==> config.mk <==
export PLATFORM = sky130hd
export DESIGN_NAME = param_bank
export DESIGN_NICKNAME = d
export VERILOG_FILES = /design/src/rtl/param_bank_pkg.sv /design/src/rtl/param_bank_seq.sv /design/src/rtl/param_bank.sv
export SDC_FILE = /design/constraint.sdc
export NUM_CORES = 2
export LEC_CHECK = 0
export ABC_AREA = 1
export BUFFER_PORTS_ARGS = -buffer_cell sky130_fd_sc_hd__buf_2
export CORE_MARGIN = 10
export CORE_UTILIZATION = 58
export CTS_CLUSTER_DIAMETER = 120
export DETAILED_ROUTE_END_ITERATION = 12
export PLACE_DENSITY = 0.86
export SYNTH_ARGS = -nofsm -noshare
export SYNTH_HDL_FRONTEND = slang
export SYNTH_SLANG_ARGS = --single-unit
==> constraint.sdc <==
create_clock -name clk -period 32.5 [get_ports clk]
set_clock_uncertainty 0.2 [all_clocks]
set_input_delay 3.25 -clock clk [delete_from_list [all_inputs] [get_ports clk]]
set_output_delay 3.25 -clock clk [all_outputs]
set_load 0.01 [all_outputs]
==> src/rtl/param_bank_pkg.sv <==
// Shared constants, FSM encoding and renderer field offsets for the
// parameter bank. PARAM_BANK_CHECKSUM_EN makes the last byte an XOR check byte.
package param_bank_pkg;

    localparam int NUM_BYTES = 55;
    localparam int IDX_W     = 6;
    localparam int EXP_W     = IDX_W + 1;

    typedef enum logic [1:0] {
        IDLE    = 2'd0,
        RECV    = 2'd1,
        PENDING = 2'd2
    } state_t;

    localparam int OFF_CAM_POS = 0;
    localparam int OFF_CAM_DIR = 6;
    localparam int OFF_LIGHT   = 12;
    localparam int OFF_COLOR   = 18;
    localparam int OFF_OBJECTS = 24;
    localparam int OFF_CHECK   = NUM_BYTES - 1;

endpackage

==> src/rtl/param_bank_seq.sv <==
// Packet sequencer: in-order index tracking, pending/commit FSM and sticky
// error flags. PARAM_BANK_CHECKSUM_EN adds the running-XOR packet check.
module param_bank_seq
    import param_bank_pkg::*;
(
    input  logic             clk,
    input  logic             reset,
    input  logic             update_reg,
    input  logic [IDX_W-1:0] idx,
    input  logic [7:0]       read_data,
    input  logic             pc_ready,
    input  logic             frame_sync,
    input  logic             err_clr,
    output logic             shadow_we,
    output logic [IDX_W-1:0] shadow_waddr,
    output logic             commit,
    output logic             busy,
    output logic             seq_err,
    output logic             overrun_err,
    output logic             chk_err
);

    state_t           state, state_n;
    logic [EXP_W-1:0] exp_q, exp_n;
    logic             set_seq, set_ovr, set_chk;
    logic             csum_ok;
    logic             first;

    assign first = update_reg && (idx == '0);
    assign busy  = (state != IDLE);

    always_comb begin
        state_n      = state;
        exp_n        = exp_q;
        shadow_we    = 1'b0;
        shadow_waddr = idx;
        commit       = 1'b0;
        set_seq      = 1'b0;
        set_ovr      = 1'b0;
        set_chk      = 1'b0;
        unique case (state)
            IDLE: begin
                if (first) begin
                    shadow_we = 1'b1;
                    exp_n     = EXP_W'(1);
                    state_n   = RECV;
                end else if (update_reg) begin
                    set_seq = 1'b1;
                end
                if (pc_ready) set_seq = 1'b1;
            end
            RECV: begin
                if (update_reg && pc_ready) begin
                    set_seq = 1'b1;
                    state_n = IDLE;
                end else if (update_reg) begin
                    // exp never exceeds NUM_BYTES, so this also rejects idx >= NUM_BYTES
                    if ({1'b0, idx} == exp_q && exp_q != EXP_W'(NUM_BYTES)) begin
                        shadow_we = 1'b1;
                        exp_n     = exp_q + EXP_W'(1);
                    end else if (idx == '0) begin
                        shadow_we = 1'b1;
                        exp_n     = EXP_W'(1);
                        set_seq   = 1'b1;
                    end else begin
                        set_seq = 1'b1;
                        state_n = IDLE;
                    end
                end else if (pc_ready) begin
                    if (exp_q != EXP_W'(NUM_BYTES)) begin
                        set_seq = 1'b1;
                        state_n = IDLE;
                    end else if (!csum_ok) begin
                        set_chk = 1'b1;
                        state_n = IDLE;
                    end else begin
                        state_n = PENDING;
                    end
                end
            end
            PENDING: begin
                if (frame_sync) begin
                    commit  = 1'b1;
                    state_n = IDLE;
                    if (first) begin
                        shadow_we = 1'b1;
                        exp_n     = EXP_W'(1);
                        state_n   = RECV;
                    end else if (update_reg) begin
                        set_seq = 1'b1;
                    end
                end else if (first) begin
                    shadow_we = 1'b1;
                    exp_n     = EXP_W'(1);
                    set_ovr   = 1'b1;
                    state_n   = RECV;
                end else if (update_reg) begin
                    set_seq = 1'b1;
                end
                if (pc_ready) set_seq = 1'b1;
            end
            default: state_n = IDLE;
        endcase
    end

    always_ff @(posedge clk or posedge reset) begin
        if (reset) begin
            state       <= IDLE;
            exp_q       <= '0;
            seq_err     <= 1'b0;
            overrun_err <= 1'b0;
        end else begin
            state       <= state_n;
            exp_q       <= exp_n;
            seq_err     <= set_seq | (seq_err & ~err_clr);
            overrun_err <= set_ovr | (overrun_err & ~err_clr);
        end
    end

`ifdef PARAM_BANK_CHECKSUM_EN
    logic [7:0] xor_q;

    // XOR over all bytes including the check byte is zero for a good packet
    assign csum_ok = (xor_q == 8'h00);

    always_ff @(posedge clk or posedge reset) begin
        if (reset) begin
            xor_q   <= 8'h00;
            chk_err <= 1'b0;
        end else begin
            if (shadow_we)
                xor_q <= (shadow_waddr == '0) ? read_data : (xor_q ^ read_data);
            chk_err <= set_chk | (chk_err & ~err_clr);
        end
    end
`else
    logic unused_sig;

    assign csum_ok    = 1'b1;
    assign chk_err    = 1'b0;
    assign unused_sig = ^{read_data, set_chk};
`endif

endmodule

==> src/rtl/param_bank.sv <==
// Double-buffered parameter bank: shadow fills from the UART assembler,
// active swaps in on frame_sync. PARAM_BANK_CHECKSUM_EN enables the check byte.
module param_bank
    import param_bank_pkg::*;
(
    input  logic                   clk,
    input  logic                   reset,
    input  logic                   update_reg,
    input  logic [IDX_W-1:0]       idx,
    input  logic [7:0]             read_data,
    input  logic                   pc_ready,
    input  logic                   frame_sync,
    input  logic                   err_clr,
    output logic [NUM_BYTES*8-1:0] params,
    output logic                   params_valid,
    output logic                   params_updated,
    output logic                   busy,
    output logic                   seq_err,
    output logic                   overrun_err,
    output logic                   chk_err
);

    logic                   shadow_we;
    logic [IDX_W-1:0]       shadow_waddr;
    logic                   commit;
    logic [NUM_BYTES*8-1:0] shadow;

    param_bank_seq u_seq (
        .clk          (clk),
        .reset        (reset),
        .update_reg   (update_reg),
        .idx          (idx),
        .read_data    (read_data),
        .pc_ready     (pc_ready),
        .frame_sync   (frame_sync),
        .err_clr      (err_clr),
        .shadow_we    (shadow_we),
        .shadow_waddr (shadow_waddr),
        .commit       (commit),
        .busy         (busy),
        .seq_err      (seq_err),
        .overrun_err  (overrun_err),
        .chk_err      (chk_err)
    );

    // Commit copies the pre-edge shadow even if byte 0 of the next packet lands now
    always_ff @(posedge clk or posedge reset) begin
        if (reset) begin
            shadow         <= '0;
            params         <= '0;
            params_valid   <= 1'b0;
            params_updated <= 1'b0;
        end else begin
            for (int k = 0; k < NUM_BYTES; k++) begin
                if (shadow_we && shadow_waddr == IDX_W'(k))
                    shadow[8*k +: 8] <= read_data;
            end
            if (commit) begin
                params       <= shadow;
                params_valid <= 1'b1;
            end
            params_updated <= commit;
        end
    end

endmodule

## After elaboration in Yosys (flattened, before gate mapping)

Cells that the tools add are included.

- Flip-flop bits (word level): 893
- Bits of input ports: 20
- Output and inout bits: 446
- Logic and storage cells: 233

- $add $sub $neg: 1
- Equal/unequal tests: 65
- Mux-type cells: 35
- Bitwise operators: 5
- Reductions and logical operators: 65

Operator list:

| operator | number |
|---|---|
| $eq 6x6->1 const B | 23 |
| $eq 6x5->1 const B | 16 |
| $logic_and 1x1->1 | 58 |
| $eq 6x4->1 const B | 8 |
| $mux 7 | 5 |
| $eq 6x3->1 const B | 4 |
| $mux 1 | 18 |
| $mux 2 | 8 |
| $pmux 7 s2 | 1 |
| $eq 6x2->1 const B | 2 |
| $ne 4x3->1 const B | 3 |
| $add 7x1->7 const B | 1 |
| $eq 6x7->1 | 1 |
| $ne 7x6->1 const B | 1 |
| $eq 6x1->1 const B | 1 |
| $logic_not 6->1 | 1 |
| $pmux 2 s3 | 1 |
| $reduce_and 5->1 | 1 |
| $ne 2x2->1 const B | 2 |
| $pmux 1 s2 | 2 |
| $reduce_bool 2->1 | 2 |
| $ne 3x2->1 const B | 1 |
| $reduce_and 3->1 | 1 |
| $and 1x1->1 | 2 |
| other kinds (7) | 8 |

## Depth between registers and ports, before layout

- Depth in word-level cells: 7
- Depth in mapped cells: 13
- Gate-level depth less buffers: 11

## Cells and area by module

Synthesis repeated with hierarchy kept, for this count alone.

- Cells, all modules: 4010
- Area total of the unflattened synthesis: 34897.2 µm²

Modules (own cells, without submodules):

| module | instances | cells an instance | area each (µm²) | seq. area each (µm²) |
|---|---|---|---|---|
| param_bank | 1 | 3850 | 33847.5 | 22071.2 |
| param_bank_seq | 1 | 160 | 1049.8 | 275.3 |

## Least setup slack after synthesis

No wires, ideal clock.

- Path type: input -> register
- Start point: in idx[0]
- End point: reg shadow[232]
- Library setup time: 117 ps
- Arrival: 4435 ps
- Data required time: 32183 ps
- Setup slack: 27748 ps
- Cell stages on the path: 9
- Path buffers: 1
- Path through: nor2_2 > nand2_4 > nor2_4 > nand3_2 > nand2_4 > buf_4 > nand3_4 > nand2_1 > nand2_1

- Word-level cells in the longest chain between the ends: 7
- Elaborated cells between the ends (all ways): 12
- Classes of those cells: eq/ne (2); mux (6); reduce/logical (4)

RTL lines:

| item | RTL line | source |
|---|---|---|
| from (decl) | param_bank.sv:9 | `input logic [IDX_W-1:0] idx,` |
| $eq 6x7->1 or $logic_not 6->1 (tied branches) | param_bank_seq.sv:58, param_bank_seq.sv:29, param_bank_seq.sv:61 |  |
| $logic_and 1x1->1 or $mux 1 (tied branches) | param_bank_seq.sv:58, param_bank_seq.sv:61 |  |
| $mux 1 | param_bank_seq.sv:58 | `if ({1'b0, idx} == exp_q && exp_q != EXP_W'(NUM_BYTES)) begin` |
| $mux 1 | param_bank_seq.sv:56 | `end else if (update_reg) begin` |
| $mux 1 | param_bank_seq.sv:53 | `if (update_reg && pc_ready) begin` |
| $pmux 1 s2 | param_bank_seq.sv:41 | `unique case (state)` |
| $logic_and 1x1->1 (*) | param_bank.sv:55 | `if (shadow_we && shadow_waddr == IDX_W'(k))` |
| to (signal, indexed assignment) | param_bank.sv:56 | `shadow[8*k +: 8] <= read_data;` |
| to (decl) | param_bank.sv:26 | `logic [NUM_BYTES*8-1:0] shadow;` |

Mark *: on every way between the ends. The rest lies on a longest branch, timed or not.
A chain may end at the register's enable or synchronous reset.

## Worst setup path after layout

- Start point: in idx[5]
- End point: reg shadow[223]

Same word-level chain as after synthesis.

==> run summary <==
Status: completed
DRC violations left: 0
Layout Utilization: 65.0%
Die W: 276 µm
Number of cells produced by synthesis: 4055
Total grt overflow: 0
Async SR Flop Fraction: 100%
Number of global-route vias before repair: 29700
Max Cap Viol: 0
Cell Rows: 93
Final Cycle Share: 23.6%
Post-CTS sizing: 0
Die area: 0.0762 mm²
Ports: 466
Final setup fails: 0
Register area share after synthesis: 58.7%
DR vias/cell: 5.80
Clock buffer count from CTS: 87
Setup_tns: 0 ps
Slew at the pin closest to its max-slew limit: 1190 ps
Area delta synth->final: 10.5%
IO Port Bufs: 464
Ratio of cells with drive above 1 in the final layout: 17.4%
Routed WL: 108000 µm
Post-route minimum period: 7660 ps
Post-DP HPWL: 64300 µm
First-pass GRT wire length: 171000 µm
Initial DRC count: 3723
Worst Setup Start Kind: input port
Cell Area, Synth: 0.0380 mm²
Initial antenna violation count: 5
GP Congestion: 0.835
Core box area: 0.0647 mm²
Maximum vdd drop: 0.0338 mV
P per Cell Area: 52.1 mW/mm²
RSZ-0062 raised after global routing: false
Dominant cell type by area after synthesis: dfrtp_1
Non-Filler Instances: 5303
Synth top area share: 58.7%
Most frequent cells in the layout: nand2_1, dfrtp_1, buf_2
CTS Hold Bufs: 0
Worst-path clk slew: 60 ps
Fmax: 130 MHz
Top_reg_cell synth: dfrtp_1
Routed Antenna Nets: 0
Synth cell types: 37
Largest net degree at the start of global routing: 199
Worst EP arrival: 7960 ps
GRT Util Overall: 27.6%
Rel. slew slack: 21.0%
Root Buffer: clkbuf_16
Clk buf depth: 3
Fin area: 0.0420 mm²
YS warnings: 0
Mapped Avg Cell Area: 9.38 µm²
Cell total after placement: 5144
Register-to-Register Path Depth: 10
Die H: 276 µm
Commonest non-fill, non-tap cell in the layout: nand2_1
Worst EP required: 32800 ps
Initial Utilization: 58.8%
CP endpoint kind: register
CTS tree: yes
Hold Path Stages: 2
Slew Limit Fails: 0
Number of synthesized flops with an enable pin: 0
Leak: 24.3 nW
Crit path kind: input port to register
DR vias: 30800
H-tree depth: 3
Routed len/inst: 20.4 µm
Final net count: 4399
Top cells by area, synth: dfrtp_1, nand2_1, nand4_1, buf_12, nand3_4
First-pass DRT Iterations: 6
Worst hold path class: register to register
# clock sinks: 893
Final Hold Violating Endpoints: 0
Post-synthesis register bit count: 893
Post-CTS Setup Inserts: 0
Synthesized Nets: 4076
Critical path fanouts, max: 142
DP Area: 0.0392 mm²
Worst-Skew Late Latency: 660 ps
[registers in the layout (all words and copies together), names as in the netlist]
name               cells
u_seq.state            2
params_valid           1
params_updated         1
shadow               440
u_seq.overrun_err      1
params               440
u_seq.seq_err          1
u_seq.exp_q            7
[cell usage after synthesis, drive strengths merged (3+ instances only)]
cell type     n
nand3        64
nor3          7
inv          29
nand2      2271
nand4       442
buf         115
o21ai         5
clkbuf      145
nor2         71
dfrtp       893
xor2          3
[metrics by stage]
stage	power (W)	hold WS, ps	setup WS (ps)
after CTS	0.00220	263	24970
final	0.00219	256	24840
after global placement	0.00120	247	24450
after detailed placement	0.00120	252	24310
after floorplan	0.00118	242	3950
after global routing	0.00225	275	24530
[power breakdown]
part	total, W	switching (W)	internal (W)
logic	0.0000589	0.0000525	0.00000636
clock network	0.00101	0.000433	0.000580
registers	0.00112	0.00000325	0.00112
total	0.00219	0.000489	0.00170
[final timing paths]
| kind | from | to | slack, ps |
|---|---|---|---|
| max in group asynchronous | reset | params[182]$_DFFE_PP0P_ | 25170 |
| hold reg to reg | shadow[159]$_DFFE_PP0P_ | params[159]$_DFFE_PP0P_ | 260 |
| hold / removal | shadow[159]$_DFFE_PP0P_ | params[159]$_DFFE_PP0P_ | 260 |
| setup / recovery | idx[5] | shadow[223]$_DFFE_PP0P_ | 24840 |
| setup reg to reg | u_seq.state[0]$_DFFE_PP0P_ | shadow[223]$_DFFE_PP0P_ | 27240 |
| min in group asynchronous | reset | params[381]$_DFFE_PP0P_ | 2530 |
[critical path, cell delays in order]
cell     delay, ps
buf_2          130
inv_2          120
nand2_4        190
nor2_4         350
nand3_2        200
nand2_8        740
buf_4          750
buf_4          830
buf_4          770
nand3_4        220
nand2_1        130
nand2_1        100
[cell type report]
cell class / instances / area (µm²)
tap: 855 / 1070
inverter: 30 / 131
antenna: 4 / 10.0
timing repair buffer: 494 / 2600
sequential: 893 / 22300
clock buffer: 130 / 2570
multi-input combinational: 2872 / 13000
fill: 4865 / 22700
clock inverter: 25 / 292
[routing by layer]
metal / up-vias / track usage [%] / wire length (µm)
li1: 13800 / - / -
met1: 15100 / 35.6 / 41400
met2: 1646 / 44.3 / 52200
met3: 266 / 6.15 / 9960
met4: 2 / 12.0 / 4430
met5: - / 0 / 13
[logic make-up (layout without fill, tap and decap cells)]
group           Yosys count  after routing  share of synthesized area (%)
fa+ha+maj                 1              1                         0.0329
other cells               1              5                        0.00986
compound gates           10             10                          0.194
simple gates           2856           2856                           33.8
flops                   893            893                           58.7
xor+xnor                  4              4                         0.0921
buf+inv                 290            679                           7.10
Note: power is estimated with default switching activity, not from simulation.
